## src/rtl/hex_display_pkg.sv

```systemverilog
// rtl/hex_display_pkg.sv - segment type, blank pattern and hex font shared by the display driver
package hex_display_pkg;

  typedef logic [6:0] seg_t;

  localparam seg_t SEG_BLANK = 7'h7F;

  // Active-low {g,f,e,d,c,b,a} font for one hex nibble.
  function automatic seg_t hex_to_seg(input logic [3:0] nibble);
    seg_t seg;
    seg = SEG_BLANK;
    case (nibble)
      4'h0: seg = 7'h40;
      4'h1: seg = 7'h79;
      4'h2: seg = 7'h24;
      4'h3: seg = 7'h30;
      4'h4: seg = 7'h19;
      4'h5: seg = 7'h12;
      4'h6: seg = 7'h02;
      4'h7: seg = 7'h78;
      4'h8: seg = 7'h00;
      4'h9: seg = 7'h10;
      4'hA: seg = 7'h08;
      4'hB: seg = 7'h03;
      4'hC: seg = 7'h46;
      4'hD: seg = 7'h21;
      4'hE: seg = 7'h06;
      4'hF: seg = 7'h0E;
      default: seg = SEG_BLANK;
    endcase
    return seg;
  endfunction

endpackage

```

## src/rtl/hex_display_driver_if.sv

```systemverilog
// rtl/hex_display_driver_if.sv - value/control inputs and static/scanned segment outputs of the display driver
interface hex_display_driver_if
  import hex_display_pkg::*;
#(
  parameter int DIGITS = 6
);

  logic                  load;
  logic [4*DIGITS-1:0]   value;
  logic                  blank_lz;
  logic [DIGITS-1:0]     blink_mask;
  logic [7*DIGITS-1:0]   hex_static;
  seg_t                  scan_seg;
  logic [DIGITS-1:0]     scan_sel;

  modport master (
    output load, value, blank_lz, blink_mask,
    input  hex_static, scan_seg, scan_sel
  );

  modport slave (
    input  load, value, blank_lz, blink_mask,
    output hex_static, scan_seg, scan_sel
  );

endinterface

```

## src/rtl/hex_seg_decode.sv

```systemverilog
// rtl/hex_seg_decode.sv - combinational nibble to active-low segment decoder
module hex_seg_decode
  import hex_display_pkg::*;
(
  input  logic [3:0] nibble_i,
  output seg_t       seg_o
);

  assign seg_o = hex_to_seg(nibble_i);

endmodule

```

## src/rtl/hex_display_driver.sv

```systemverilog
// rtl/hex_display_driver.sv - multi-digit hex display with leading-zero blanking, blinking and static/scanned outputs
module hex_display_driver
  import hex_display_pkg::*;
#(
  parameter int DIGITS    = 6,
  parameter int BLINK_DIV = 25000000,
  parameter int SCAN_DIV  = 50000
)(
  input  logic                 clk,
  input  logic                 reset,
  hex_display_driver_if.slave  bus
);

  localparam int BW = (BLINK_DIV > 1) ? $clog2(BLINK_DIV) : 1;
  localparam int SW = (SCAN_DIV > 1)  ? $clog2(SCAN_DIV)  : 1;
  localparam int IW = (DIGITS > 1)    ? $clog2(DIGITS)    : 1;

  localparam logic [BW-1:0] BLINK_LAST = BW'(BLINK_DIV - 1);
  localparam logic [SW-1:0] SCAN_LAST  = SW'(SCAN_DIV - 1);
  localparam logic [IW-1:0] IDX_LAST   = IW'(DIGITS - 1);

  logic [4*DIGITS-1:0] value_q, value_d;
  logic [BW-1:0]       blink_cnt_q, blink_cnt_d;
  logic                blink_phase_q, blink_phase_d;
  logic [SW-1:0]       scan_cnt_q, scan_cnt_d;
  logic [IW-1:0]       scan_idx_q, scan_idx_d;
  logic [7*DIGITS-1:0] hex_static_q, hex_static_d;
  seg_t                scan_seg_q, scan_seg_d;
  logic [DIGITS-1:0]   scan_sel_q, scan_sel_d;

  seg_t                dec [DIGITS];
  logic [DIGITS-1:0]   upper_zero;
  logic [DIGITS-1:0]   digit_blank;
  logic                blink_wrap;
  logic                scan_wrap;

  for (genvar g = 0; g < DIGITS; g++) begin : g_dec
    hex_seg_decode u_dec (
      .nibble_i (value_q[4*g +: 4]),
      .seg_o    (dec[g])
    );
  end

  always_comb begin
    blink_wrap    = (blink_cnt_q == BLINK_LAST);
    blink_cnt_d   = blink_wrap ? '0 : blink_cnt_q + 1'b1;
    blink_phase_d = blink_phase_q ^ blink_wrap;

    scan_wrap  = (scan_cnt_q == SCAN_LAST);
    scan_cnt_d = scan_wrap ? '0 : scan_cnt_q + 1'b1;
    scan_idx_d = scan_idx_q;
    if (scan_wrap) begin
      scan_idx_d = (scan_idx_q == IDX_LAST) ? '0 : scan_idx_q + 1'b1;
    end

    value_d = bus.load ? bus.value : value_q;
  end

  // upper_zero[i]: nibble i and every nibble above it are zero.
  always_comb begin
    logic run;
    run        = 1'b1;
    upper_zero = '0;
    for (int i = DIGITS - 1; i >= 0; i--) begin
      run           = run & (value_q[4*i +: 4] == 4'h0);
      upper_zero[i] = run;
    end
  end

  always_comb begin
    digit_blank  = '0;
    hex_static_d = '1;
    scan_seg_d   = SEG_BLANK;
    scan_sel_d   = '1;
    for (int i = 0; i < DIGITS; i++) begin
      digit_blank[i] = ((i != 0) && bus.blank_lz && upper_zero[i]) ||
                       (blink_phase_q && bus.blink_mask[i]);
      hex_static_d[7*i +: 7] = digit_blank[i] ? SEG_BLANK : dec[i];
    end
    // Scan outputs come from the same next-state slice so seg and sel never skew.
    for (int i = 0; i < DIGITS; i++) begin
      if (IW'(i) == scan_idx_q) begin
        scan_seg_d    = hex_static_d[7*i +: 7];
        scan_sel_d[i] = 1'b0;
      end
    end
  end

  always_ff @(posedge clk) begin
    if (reset) begin
      value_q       <= '0;
      blink_cnt_q   <= '0;
      blink_phase_q <= 1'b0;
      scan_cnt_q    <= '0;
      scan_idx_q    <= '0;
      hex_static_q  <= '1;
      scan_seg_q    <= SEG_BLANK;
      scan_sel_q    <= '1;
    end else begin
      value_q       <= value_d;
      blink_cnt_q   <= blink_cnt_d;
      blink_phase_q <= blink_phase_d;
      scan_cnt_q    <= scan_cnt_d;
      scan_idx_q    <= scan_idx_d;
      hex_static_q  <= hex_static_d;
      scan_seg_q    <= scan_seg_d;
      scan_sel_q    <= scan_sel_d;
    end
  end

  assign bus.hex_static = hex_static_q;
  assign bus.scan_seg   = scan_seg_q;
  assign bus.scan_sel   = scan_sel_q;

endmodule

```

## src/flat_wrapper.sv

```systemverilog
// flat-port wrapper written by rule: the top's interface ports become plain ports
module hex_display_driver_flat import hex_display_pkg::*;
#(
  parameter int DIGITS    = 6,
  parameter int BLINK_DIV = 25000000,
  parameter int SCAN_DIV  = 50000
)
  (clk, reset, bus_load, bus_value, bus_blank_lz, bus_blink_mask, bus_hex_static, bus_scan_seg, bus_scan_sel);
  hex_display_driver_if #(.DIGITS(DIGITS)) bus_i ();
  input  logic clk;
  input  logic reset;
  input wire logic [$bits(bus_i.load)-1:0] bus_load;
  input wire logic [$bits(bus_i.value)-1:0] bus_value;
  input wire logic [$bits(bus_i.blank_lz)-1:0] bus_blank_lz;
  input wire logic [$bits(bus_i.blink_mask)-1:0] bus_blink_mask;
  output wire logic [$bits(bus_i.hex_static)-1:0] bus_hex_static;
  output wire logic [$bits(bus_i.scan_seg)-1:0] bus_scan_seg;
  output wire logic [$bits(bus_i.scan_sel)-1:0] bus_scan_sel;
  assign bus_i.load = bus_load;
  assign bus_i.value = bus_value;
  assign bus_i.blank_lz = bus_blank_lz;
  assign bus_i.blink_mask = bus_blink_mask;
  assign bus_hex_static = bus_i.hex_static;
  assign bus_scan_seg = bus_i.scan_seg;
  assign bus_scan_sel = bus_i.scan_sel;
  hex_display_driver #(.DIGITS(DIGITS), .BLINK_DIV(BLINK_DIV), .SCAN_DIV(SCAN_DIV)) u_core (.clk(clk), .reset(reset), .bus(bus_i));
endmodule
```

## config.mk

```make
export PLATFORM = sky130hd
export DESIGN_NAME = hex_display_driver_flat
export DESIGN_NICKNAME = d
export VERILOG_FILES = /design/src/rtl/hex_display_pkg.sv /design/src/rtl/hex_display_driver_if.sv /design/src/rtl/hex_seg_decode.sv /design/src/rtl/hex_display_driver.sv /design/src/flat_wrapper.sv
export SDC_FILE = /design/constraint.sdc
export NUM_CORES = 1
export LEC_CHECK = 0
export CAP_MARGIN = 40
export CORE_UTILIZATION = 52
export CTS_BUF_LIST = sky130_fd_sc_hd__clkbuf_8
export DETAILED_ROUTE_END_ITERATION = 6
export PLACE_DENSITY = 0.88
export SYNTH_ARGS = -nofsm -noshare
export SYNTH_HDL_FRONTEND = slang
export SYNTH_HIERARCHICAL = 1
export SYNTH_SLANG_ARGS = --single-unit
```

## constraint.sdc

```tcl
create_clock -name clk -period 3.95 [get_ports clk]
set_input_delay 0.79 -clock clk [delete_from_list [all_inputs] [get_ports clk]]
set_output_delay 0.79 -clock clk [all_outputs]
set_load 0.03 [all_outputs]
```

==> impl_results.md <==
- Status: complete, no violations
- Worst-path clk slew: 70 ps
- Final cell count without fillers: 956
- Number of max-cap violations: 0
- CP peak stage delay: 650 ps
- Vias in the first global route: 4929
- First-pass GRT wire length: 24500 um
- Drt pass-1 iters: 7
- Antenna-violating nets left: 0
- Total CTS buffers: 17
- Die Y: 113 um
- Vias per cell: 5.58
- Launch point of the worst reg-to-reg path: u_core/value_q[20]
- Detailed Route WL: 15100 um
- FMAX: 0.355 GHz
- Routed via count: 5339
- Mapped Avg Cell Area: 9.19 sq um
- Skew-Pair Late Insertion Delay: 450 ps
- EDFF count, synth: 0
- Worst min path class: reg -> reg
- Die width: 113 um
- Final min period: 2810 ps
- IO Port Bufs: 88
- Synth Warn #: 6
- Iter 0 DRT Violations: 340
- Routability cong.: 0.937
- Synth Instances: 703
- Synth cell types: 51
- Share of cells above drive strength 1: 7.61%
- Initial Util: 53.5%
- Prevailing post-synth register cell: dfxtp_1
- Hold_buf cts: 0
- Antenna violations before repair: 0
- Rows: 40
- Pleak: 3.11 nW
- Worst path slowest cell: o31ai_1
- Global route overflow: 0
- Fraction of registers with async set/reset: 0%
- Critical Path Start Type: primary input
- Slew HR: 46.3%
- Commonest cells in the netlist: 124 x dfxtp_1, 116 x nor2_1, 50 x mux2i_1, 45 x ha_1, 35 x nand2_1
- Worst hold endpoint: u_core/scan_cnt_q[0]
- CTS Sinks: 124
- Most frequent cell after synthesis: dfxtp_1
- Sequential-to-total area share from yosys stat: 38.4%
- Die area: 0.0129 sq mm
- Fin. Hold Viols: 0
- Yosys top cell area share: 38.4%
- Post-CTS setup buffers: 0
- CTS tree: done
- # setup viols final: 0
- Cells on worst reg2reg path: 6
- Core ar.: 0.0121 sq mm
- Actual slew at the worst max-slew pin: 806 ps
- Routed WL per cell: 15.8 um
- Hold depth: 1
- Worst Path Required: 4320 ps
- Syn_nets: 782
- HP Start: u_core/scan_cnt_q[0]
- H-tree levels: 4
- Antenna cell count: 0
- Largest net degree at the start of global routing: 44
- Post_cts resized: 0
- PwrDens: 382 mW/mm^2
- Critical Setup Path Class: in -> reg
- Final Skew: 7.51 ps
- Setup crit end kind: flip-flop
- Top cells by area in the synthesized netlist: dfxtp_1 38%, ha_1 8.7%, mux2i_1 7.7%, nor2_1 6.7%, xor2_1 3.1%
- R2R Setup Slk: 1390 ps
- Reg2Reg Capture Point: u_core/bus.scan_seg[4]
- Pwr Total: 2.95 mW
- WP data arrival: 3180 ps
- Worst path bufs/invs: 2
- Clock Path Buffers: 2
- Number of synthesized register bits: 124
- CP Max Fanout: 8
- Post-synth top area cell: dfxtp_1
- Syn-to-layout area delta: 19.9%
- Post-Syn Area: 0.00646 sq mm
- Hpwl dp: 10400 um
- Setup_tns: 0 ps
- Clock Tree Root: clkbuf_8
- Fin crit share: 71.2%
- Critical-path cell list: clkdlybuf4s50_1 > or4b_4 > o31ai_1 > buf_4 > nor3_1 > o311a_1 > a41oi_1
- Placed cell count: 924
- Worst vdd ir: 0.000261 V
- RSZ-0062 raised after global routing: false
- Top Ports: 89
- Total GRT Usage: 24.5%
- DRC violations left: 0
- Max-slew violations: 0
- Largest delay contributor family on the critical path: compound AO/OA/AOI/OAI gates
- # nets final: 854
[worst max path at each step]
stage                     cells after the start                       end    startpoint
after global routing                          7    u_core/bus.scan_seg[4]  bus_blank_lz
final                                         7    u_core/bus.scan_seg[4]  bus_blank_lz
after floorplan                               5    u_core/bus.scan_seg[1]  bus_blank_lz
after detailed placement                      7    u_core/bus.scan_seg[4]  bus_blank_lz
after global placement                        6  u_core/bus.hex_static[7]  bus_blank_lz
after CTS                                     7    u_core/bus.scan_seg[4]  bus_blank_lz
[through the flow]
stage	util (%)	instance area (sq um)	hold WS [ps]	setup WS [ps]
finish	64.2	7740	471	1140
global route	64.2	7740	493	1030
global placement	61.0	7350	444	790
CTS	64.2	7740	470	1200
detailed placement	61.2	7380	453	785
floorplan	-	6460	426	1460
[flip-flops by register name (all words and copies together) (netlist names)]
name and count:
u_core/bus.hex_static 42, u_core/blink_cnt_q 25, u_core/value_q 24, u_core/scan_cnt_q 16
u_core/bus.scan_seg 7, u_core/bus.scan_sel 6, u_core/scan_idx_q 3, u_core/blink_phase_q 1
[report_power, final]
group          switching, mW  internal (mW)  leakage [nW]
logic                  0.291          0.242          1.88
clock network          0.476          0.556         0.209
registers             0.0663           1.32          1.02
[cell usage in the layout, fill, tap and decap left out, types with 3 or more instances in the layout]
cell and count:
or3_1 30, o221ai_1 6, nand2b_1 8, mux4_1 6
xor2_1 23, dfxtp_1 124, mux2_2 6, and4_1 3
a21oi_1 10, nor3_1 12, xnor2_1 14, and3_1 5
a22o_1 12, nor2_1 116, o21a_1 3, o2111ai_1 3
nand4_1 13, ha_1 45, or2_2 10, nor4_1 9
nand2_1 35, clkbuf_8 18, or4_1 4, o41ai_1 4
or3b_1 6, o21ai_0 26, and2b_2 6, o311a_1 4
and2_1 4, a41oi_1 4, clkdlybuf4s50_1 86, clkinv_2 5
nand3_1 16, inv_1 31, a32o_1 6, mux2i_1 50
[cell type report]
| type | instances | area (sq um) |
|---|---|---|
| clock buffers | 18 | 248 |
| clock inverters | 14 | 115 |
| fillers | 950 | 4320 |
| inverters | 25 | 93.8 |
| multi-input cells | 515 | 3680 |
| flip-flops and latches | 124 | 2480 |
| well taps | 168 | 210 |
| repair buffers | 92 | 910 |
[metal layers]
metal / GRT usage, % / part of all wire [%] / wire [um]
met3: 6.64 / 7.1 / 1080
met4: 12.6 / 3.1 / 473
met1: 30.8 / 44 / 6690
met5: 0 / 0 / 0
met2: 38.7 / 46 / 6890
[cells by family (layout without fill, tap and decap cells)]
kind of cell,Yosys count,in the layout,share of synthesized area (%)
AND/OR/NAND/NOR,290,290,23.1
flip-flops,124,124,38.4
AO/OA/AOI/OAI,81,81,8.99
buffers and inverters,64,149,4.55
multiplexers,62,62,11.2
adder cells (fa/ha/maj),45,45,8.72
XOR/XNOR,37,37,5.02
Note: power is estimated with default switching activity, not from simulation.
